==> src/rtl/ring_pkg.sv <==
// ring_pkg: default geometry for the ring controller and the helper that
// sizes the occupancy counter (it must represent 0..DEPTH inclusive).
package ring_pkg;

    localparam int DEF_ADDR_SIZE = 4;
    localparam int DEF_BYTE_SIZE = 8;

    // Occupancy counter width: one bit wider than the address so that a
    // completely full ring (DEPTH words) is distinguishable from empty.
    function automatic int count_width(input int addr_size);
        return addr_size + 1;
    endfunction

endpackage : ring_pkg

==> src/rtl/ring_ptr.sv <==
// ring_ptr: wrapping pointer for the ring controller. Advances by one when
// enabled and wraps from 2**W-1 back to 0; synchronous active-high reset.
module ring_ptr #(
    parameter int W = 4
) (
    input  logic         clock,
    input  logic         reset,
    input  logic         en,
    output logic [W-1:0] ptr
);

    // Pointer register: natural W-bit overflow implements the mod-DEPTH wrap.
    always_ff @(posedge clock) begin
        if (reset) begin
            ptr <= {W{1'b0}};
        end else if (en) begin
            ptr <= ptr + W'(1'b1);
        end else begin
            ptr <= ptr;
        end
    end

endmodule : ring_ptr

==> src/rtl/ring_ctrl.sv <==
// ring_ctrl: FIFO control for a ring buffer held in an external memory with
// one write port and two combinational read ports. Handshakes on both sides
// use valid/ready; a sticky ovf flag records pushes attempted while full.
// Optional lookahead (second-oldest word) is enabled by defining the macro
// RING_CTRL_PEEK_EN; without it the peek outputs are tied off.
module ring_ctrl
    import ring_pkg::*;
#(
    parameter int ADDR_SIZE = DEF_ADDR_SIZE,
    parameter int BYTE_SIZE = DEF_BYTE_SIZE
) (
    input  logic                              clock,
    input  logic                              reset,
    input  logic                              in_valid,
    output logic                              in_ready,
    input  logic [BYTE_SIZE-1:0]              in_data,
    output logic                              out_valid,
    input  logic                              out_ready,
    output logic [BYTE_SIZE-1:0]              out_data,
    output logic [count_width(ADDR_SIZE)-1:0] count,
    output logic                              ovf,
    output logic                              mem_wen,
    output logic [ADDR_SIZE-1:0]              mem_waddr,
    output logic [BYTE_SIZE-1:0]              mem_wdata,
    output logic [ADDR_SIZE-1:0]              mem_raddr1,
    input  logic [BYTE_SIZE-1:0]              mem_rdata1,
    output logic [ADDR_SIZE-1:0]              mem_raddr2,
    input  logic [BYTE_SIZE-1:0]              mem_rdata2,
    output logic                              peek_valid,
    output logic [BYTE_SIZE-1:0]              peek_data
);

    localparam int CW = count_width(ADDR_SIZE);
    localparam logic [CW-1:0] DEPTH_C = CW'(2 ** ADDR_SIZE);

    logic [ADDR_SIZE-1:0] wr_ptr_s;
    logic [ADDR_SIZE-1:0] rd_ptr_s;
    logic [CW-1:0]        count_r;
    logic                 ovf_r;
    logic                 full_s;
    logic                 empty_s;
    logic                 push_s;
    logic                 pop_s;

    // Handshake decode: full blocks pushes even when a pop happens in the
    // same cycle, and an empty ring ignores out_ready.
    always_comb begin
        full_s  = (count_r == DEPTH_C);
        empty_s = (count_r == {CW{1'b0}});
        push_s  = 1'b0;
        pop_s   = 1'b0;
        if (!reset && !full_s) begin
            push_s = in_valid;
        end else begin
            push_s = 1'b0;
        end
        if (!empty_s) begin
            pop_s = out_ready;
        end else begin
            pop_s = 1'b0;
        end
    end

    assign in_ready   = !reset && !full_s;
    assign out_valid  = !empty_s;
    assign count      = count_r;
    assign ovf        = ovf_r;

    assign mem_wen    = push_s;
    assign mem_waddr  = wr_ptr_s;
    assign mem_wdata  = in_data;
    assign mem_raddr1 = rd_ptr_s;
    assign out_data   = mem_rdata1;

    ring_ptr #(.W(ADDR_SIZE)) u_wr_ptr (
        .clock (clock),
        .reset (reset),
        .en    (push_s),
        .ptr   (wr_ptr_s)
    );

    ring_ptr #(.W(ADDR_SIZE)) u_rd_ptr (
        .clock (clock),
        .reset (reset),
        .en    (pop_s),
        .ptr   (rd_ptr_s)
    );

    // Occupancy counter: simultaneous push and pop leave it unchanged.
    always_ff @(posedge clock) begin
        if (reset) begin
            count_r <= {CW{1'b0}};
        end else begin
            case ({push_s, pop_s})
                2'b10:   count_r <= count_r + CW'(1'b1);
                2'b01:   count_r <= count_r - CW'(1'b1);
                default: count_r <= count_r;
            endcase
        end
    end

    // Sticky overflow: any offer while full sets it; only reset clears it.
    always_ff @(posedge clock) begin
        if (reset) begin
            ovf_r <= 1'b0;
        end else if (in_valid && full_s) begin
            ovf_r <= 1'b1;
        end else begin
            ovf_r <= ovf_r;
        end
    end

`ifdef RING_CTRL_PEEK_EN
    assign mem_raddr2 = rd_ptr_s + ADDR_SIZE'(1'b1);
    assign peek_data  = mem_rdata2;
    assign peek_valid = (count_r >= CW'(2));
`else
    // Lookahead port is present but parked on the head address; its read
    // data is folded into a deliberately unused net.
    logic peek_unused_s;
    assign peek_unused_s = ^mem_rdata2;
    assign mem_raddr2    = rd_ptr_s;
    assign peek_data     = {BYTE_SIZE{1'b0}};
    assign peek_valid    = 1'b0;
`endif

endmodule : ring_ctrl

==> config.mk <==
export PLATFORM = sky130hd
export DESIGN_NAME = ring_ctrl
export DESIGN_NICKNAME = d
export VERILOG_FILES = /design/src/rtl/ring_pkg.sv /design/src/rtl/ring_ptr.sv /design/src/rtl/ring_ctrl.sv
export SDC_FILE = /design/constraint.sdc
export NUM_CORES = 1
export LEC_CHECK = 0
export ABC_AREA = 1
export ABC_CLOCK_PERIOD_IN_PS = 3640
export CAP_MARGIN = 10
export CORE_MARGIN = 8
export CORE_UTILIZATION = 59
export DETAILED_ROUTE_END_ITERATION = 7
export DONT_BUFFER_PORTS = 1
export GPL_TIMING_DRIVEN = 0
export PLACE_DENSITY_LB_ADDON = 0.05
export RECOVER_POWER = 50
export SYNTH_ARGS = -nofsm -noshare
export SYNTH_HDL_FRONTEND = slang
export SYNTH_SLANG_ARGS = --single-unit
==> constraint.sdc <==
create_clock -name clock -period 3.64 [get_ports clock]
set_clock_uncertainty 0.1 [all_clocks]
set_input_delay 0.546 -clock clock [delete_from_list [all_inputs] [get_ports clock]]
set_output_delay 0.546 -clock clock [all_outputs]
set_load 0.03 [all_outputs]
==> reports/summary.txt, run 1 <==
Placeable Area: 1730 um2
Worst path required time: 3.73 ns
FF-to-FF path depth: 15
Post-synthesis mux area share: 0
CP Max Fanout: 5
Remaining global-route overflow: 0
ANT nets after route: 0
WS Path Type: register to register
Setup crit start: count[3]
Via density: 4.65
Share of the synthesized area in the top cell type: 0.259
Inst Count DP: 182
Layout cell share with drive strength beyond 1: 0.150
CTS Buffer Depth: 2
Worst-path clk slew: 0.08 ns
Top cell type by total area after synthesis: dfxtp_1
Clock root buffer: clkbuf_4
Post-Synth Simple-Gate Area: 0.290
DRC viols: 0
Hold wc startpoint: reset
WL final: 2450 um
CTS Sinks: 14
Yosys warns: 0
Synth cell types: 21
Area delta synth->final: -1.50%
Clk Latency, worst-skew pair: 0.28 ns
Top achievable clock speed: 349 MHz
First-pass GRT wire length: 3730 um
Arr. time, crit path: 2.95 ns
Synth Area in Compound Gates: 0.0590
Hold Path Depth: 1
Final hold viol count: 0
Total GRT Usage: 0.134
Post-DP HPWL: 2070 um
Number of top-level pins: 74
Final Non-Filler Cells: 185
RSZ-0062 raised after global routing: false
Die Y: 58.8 um
Largest cells by area after synthesis: dfxtp_1 26%, buf_4 21%, nand2_1 8.0%
Starting Density: 0.627
Mapped Cells: 149
Port bufs: 0
Core Rows: 15
Critical Path Sink Type: register
#FFs+latches synth: 14
Diode count: 0
Status: complete, no violations
Crit start category: register
Sequential cell area fraction in the yosys report: 0.259
Adder-cell share of the synthesized area: 0.0879
Lkg Pwr: 0.577 nW
# Post-CTS Setup Buffers: 0
# hold bufs at CTS: 0
Maximum vdd drop: 0.000474 V
Hold crit path type: primary input to register
Slew Limit Fails: 0
First-pass detailed-route iteration total: 4
# setup viols final: 0
Pwr per Cell Area: 755 nW/um2
Reg2reg start: count[3]
Xor and xnor area share after synthesis: 0.0162
Initial antenna violation count: 0
Max-cap violations: 0
CTS H-tree lvls: 1
CTS tree: done
Mean post-synth cell area: 7.26 um2
Final Wtd Congestion: 0.799
Die area: 3460 um2
Largest family of logic cells by synthesized area: simple AND/OR/NAND/NOR gates
Fin Setup TNS: 0 ns
Die extent in x: 58.8 um
Tmin final: 2.87 ns
CTS buffer count: 3
Detailed router's first-iteration violation count: 22
Post_cts resized: 0
Vias: 860
DR WL/cell: 13.3 um
Largest net degree at the start of global routing: 11
Mapped Area: 1080 um2
Vias in the first global route: 820
Tcrit/Tclk final: 0.787
Fin nets: 197
-- kinds of logic (layout without fill, tap and decap cells) --
logic type               after synthesis  after routing
AO/OA/AOI/OAI                         12             12
XOR/XNOR                               2              2
adder cells (fa/ha/maj)                7              7
buffers and inverters                 52             55
flip-flops                            14             14
other                                  1              9
AND/OR/NAND/NOR                       61             61
-- placed cells by master, fill, tap and decap left out --
master     n
a21oi_2    1
inv_1     18
buf_4     14
xor2_1     1
conb_1     9
inv_2      4
or2_1      1
nor2_4     1
fa_1       1
nand2_1   24
dfxtp_1   14
ha_1       6
a21oi_1    6
nand3_1   13
xnor2_1    1
o21ai_1    2
nand4_1    2
clkbuf_4   3
clkbuf_1  16
nand3_4    1
o21ai_0    3
nor2_1    19
-- cell usage after synthesis --
library cell	number
xor2_1	1
nand3_1	11
nor2_1	18
buf_4	30
nand2_1	23
conb_1	1
nand3_4	3
o21ai_0	3
dfxtp_1	14
ha_1	6
nand2_4	1
inv_2	5
or2_1	1
fa_1	1
nor2_4	2
inv_1	17
o21ai_1	2
a21oi_1	6
a21oi_2	1
xnor2_1	1
nand4_1	2
-- report_power, final --
part           internal, mW  leakage [nW]  switching, mW
Combinational         0.134         0.448          0.264
Clock                0.0384        0.0138         0.0506
Sequential            0.191         0.115          0.127
Total                 0.363         0.577          0.442
-- per-layer routing --
| metal | global-route usage | part of all wire |
|---|---|---|
| met1 | 0.140 | 0.39 |
| met2 | 0.237 | 0.51 |
| met3 | 0.0587 | 0.097 |
| met4 | 0.0341 | 0.0077 |
| met5 | 0 | 0 |
-- worst max-delay path, stage by stage, from the launching register on --
cell and delay [ns]:
dfxtp_1 0.61, nor2_4 0.08, nand3_1 0.39, nand2_1 0.20
inv_2 0.12, ha_1 0.28, inv_1 0.11, fa_1 0.42
inv_1 0.07, nand2_1 0.05, nand2_1 0.08, nand2_1 0.06
nand2_1 0.05, nand3_1 0.06, nand2_1 0.07, inv_1 0.03
-- stage by stage --
stage	area, um2	hold WS (ns)	total power [mW]	setup slack, ns	utilization
6_report	1070	0.212	0.805	0.775	0.617
3_3_place_gp	1140	0.510	0.748	1.20	0.662
2_1_floorplan	1110	0.501	0.695	1.39	-
5_1_grt	1070	0.202	0.872	0.500	0.617
4_1_cts	1170	0.210	0.862	1.09	0.675
3_5_place_dp	1140	0.511	0.775	1.10	0.662
-- registers in the layout, indices dropped and copies added, names as in the netlist --
register      flops
count             5
u_rd_ptr.ptr      4
u_wr_ptr.ptr      4
ovf               1
-- final cells by class --
class / instances / area, um2
buffer: 30 / 165
inverter: 22 / 82.6
multi-input combinational: 91 / 484
fill: 188 / 661
clock buffer: 3 / 22.5
sequential: 14 / 280
tap: 25 / 31.3
-- worst paths after layout --
check                          to  slack (ns)
setup / recovery         count[4]        0.77
hold / removal    u_rd_ptr.ptr[2]        0.21
setup reg to reg         count[4]        0.77
hold reg to reg               ovf        0.55
(Power assumes the default switching activity.)
==> inputs of run 2 (changes only) <==
Settings changed: ABC_CLOCK_PERIOD_IN_PS 3640 to 2400, CORE_UTILIZATION 59 to 55.
Clock period 3.64 ns to 2.4 ns, I/O delays scaled along.
==> reports/summary.txt, run 2 (synthesis results as in run 1) <==
Status: complete, no violations (unchanged)
Maximum vdd drop: 0.000731 V (was 0.000474 V)
Max-cap violations: 0 (unchanged)
Final Non-Filler Cells: 187 (was 185)
CTS buffer count: 3 (unchanged)
# hold bufs at CTS: 0 (unchanged)
DRC viols: 0 (unchanged)
Non-Filler Cell Area, Final: 1130 um2 (was 1070 um2)
Worst R2R Setup Slack: 0.20 ns (was 0.77 ns)
Post-DP Area: 1150 um2 (was 1140 um2)
CP most frequent cell: nand2_1 (unchanged)
Lkg Pwr: 0.586 nW (was 0.577 nW)
DR WL/cell: 12.3 um (was 13.3 um)
Fin Setup TNS: 0 ns (unchanged)
Most common cell after layout, fill and taps aside: nand2_1 (unchanged)
Worst-path clk slew: 0.08 ns (about the same)
Die extent in x: 60.4 um (was 58.8 um)
Fin nets: 197 (unchanged)
Slowest cell delay on critical path: 0.41 ns (was 0.61 ns)
Top achievable clock speed: 455 MHz (was 349 MHz)
WS Path Type: register to register (unchanged)
Diode count: 0 (unchanged)
Tmin final: 2.20 ns (was 2.87 ns)
Tcrit/Tclk final: 0.915 (was 0.787)
Slowest CP cell: fa_1 (was dfxtp_1)
WL final: 2310 um (was 2450 um)
Final Wtd Congestion: 0.769 (was 0.799)
CTS H-tree lvls: 1 (unchanged)
Inst Count DP: 184 (was 182)
Register area: 299 um2 (was 280 um2)
First-pass GRT wire length: 3510 um (was 3730 um)
Slew Limit Fails: 0 (unchanged)
CTS tree: done (unchanged)
CP Max Fanout: 8 (was 5)
CTS Sinks: 14 (unchanged)
Total GRT Usage: 0.124 (was 0.134)
Hold crit path type: primary input to register (unchanged)
Starting Density: 0.569 (was 0.627)
# Post-CTS Setup Buffers: 0 (unchanged)
Setup WS pre-CTS: -0.101 ns (was 1.10 ns)
Worst hold slack: 0.0374 ns (was 0.212 ns)
RSZ-0062 raised after global routing: false (unchanged)
Initial antenna violation count: 0 (unchanged)
Final hold viol count: 0 (unchanged)
Worst path required time: 2.48 ns (was 3.73 ns)
Layout cell share with drive strength beyond 1: 0.219 (was 0.150)
Critical Path Sink Type: register (unchanged)
Die Y: 60.4 um (was 58.8 um)
FILL cells: 186 (was 188)
Clock root buffer: clkbuf_4 (unchanged)
Setup crit start: count[3] (unchanged)
Remaining global-route overflow: 0 (unchanged)
Crit start category: register (unchanged)
Largest net degree at the start of global routing: 11 (unchanged)
Placeable Area: 1900 um2 (was 1730 um2)
First-pass detailed-route iteration total: 4 (unchanged)
Via density: 4.63 (was 4.65)
CP Cell Sequence: nor2_4 -> nand3_4 -> nand3_4 -> ha_2 -> inv_1 -> fa_1 -> inv_1 -> nand2_1 -> nand2_1 -> nand2_1 -> nand2_1 -> nand3_1 -> nand2_1 -> inv_1 (was nor2_4 -> nand3_1 -> nand2_1 -> inv_2 -> ha_1 -> inv_1 -> fa_1 -> inv_1 -> nand2_1 -> nand2_1 -> nand2_1 -> nand2_1 -> nand3_1 -> nand2_1 -> inv_1)
Die area: 3640 um2 (was 3460 um2)
Port bufs: 0 (unchanged)
Vias in the first global route: 763 (was 820)
Number of top-level pins: 74 (unchanged)
Core Rows: 16 (was 15)
CTS Buffer Depth: 2 (unchanged)
Clk Latency, worst-skew pair: 0.28 ns (about the same)
Largest register FFs: 5 (unchanged)
Most frequent cells in the layout: 23 x nand2_1, 18 x nor2_1, 17 x inv_1, 16 x clkbuf_1, 14 x buf_4 (was 24 x nand2_1, 19 x nor2_1, 18 x inv_1, 16 x clkbuf_1)
Area delta synth->final: 4.39% (was -1.50%)
Pwr per Cell Area: 1140 nW/um2 (was 755 nW/um2)
Reg2reg start: count[3] (unchanged)
Multi-input logic area: 527 um2 (was 484 um2)
Hold wc startpoint: reset (unchanged)
Arr. time, crit path: 2.28 ns (was 2.95 ns)
# setup viols final: 0 (unchanged)
Post_cts resized: 5 (was 0)
ANT nets after route: 0 (unchanged)
Vias: 865 (was 860)
Post-DP HPWL: 1990 um (was 2070 um)
Worst setup margin: 0.203 ns (was 0.775 ns)
Detailed router's first-iteration violation count: 21 (was 22)
## run 2: final cells by class
| class | count | area share |
|---|---|---|
| Tap cell | 27 | 0.0299 |
| Sequential cell | 14 | 0.265 |
| Inverter | 22 | 0.0731 |
| Clock buffer | 3 | 0.0199 |
| Multi-Input combinational cell | 91 | 0.466 |
| Buffer | 30 | 0.146 |
## run 2: metal layers
metal | wire, um | global-route usage | up-vias | part of all wire
met5 | 0 | 0 | - | 0
met4 | 0 | 0.0204 | 0 | 0
met3 | 269 | 0.0614 | 0 | 0.12
met2 | 1110 | 0.210 | 42 | 0.48
met1 | 929 | 0.137 | 372 | 0.40
li1 | - | - | 451 | -
## run 2: metrics by stage
step | power [mW] | utilization
2_1_floorplan | 1.05 | -
3_3_place_gp | 1.14 | 0.603
3_5_place_dp | 1.16 | 0.603
4_1_cts | 1.30 | 0.618
5_1_grt | 1.40 | 0.594
6_report | 1.29 | 0.594
## run 2: worst max-delay path, delay by kind of cell, from the launching register on
kind          cells  cell delay (ns)
fa+ha+maj         2             0.64
buf+inv           3             0.18
flops             1             0.40
simple gates      9             0.77
## run 2: final timing paths
kind                          end  cells past startpoint
setup / recovery         count[4]                     14
hold / removal    u_rd_ptr.ptr[2]                      1
setup reg to reg         count[4]                     14
hold reg to reg          count[1]                      2
## run 2: power breakdown
group / total, mW / internal [mW] / switching [mW]
logic: 0.644 / 0.227 / 0.417
clock network: 0.131 / 0.0581 / 0.0728
registers: 0.514 / 0.312 / 0.202
total: 1.29 / 0.597 / 0.692
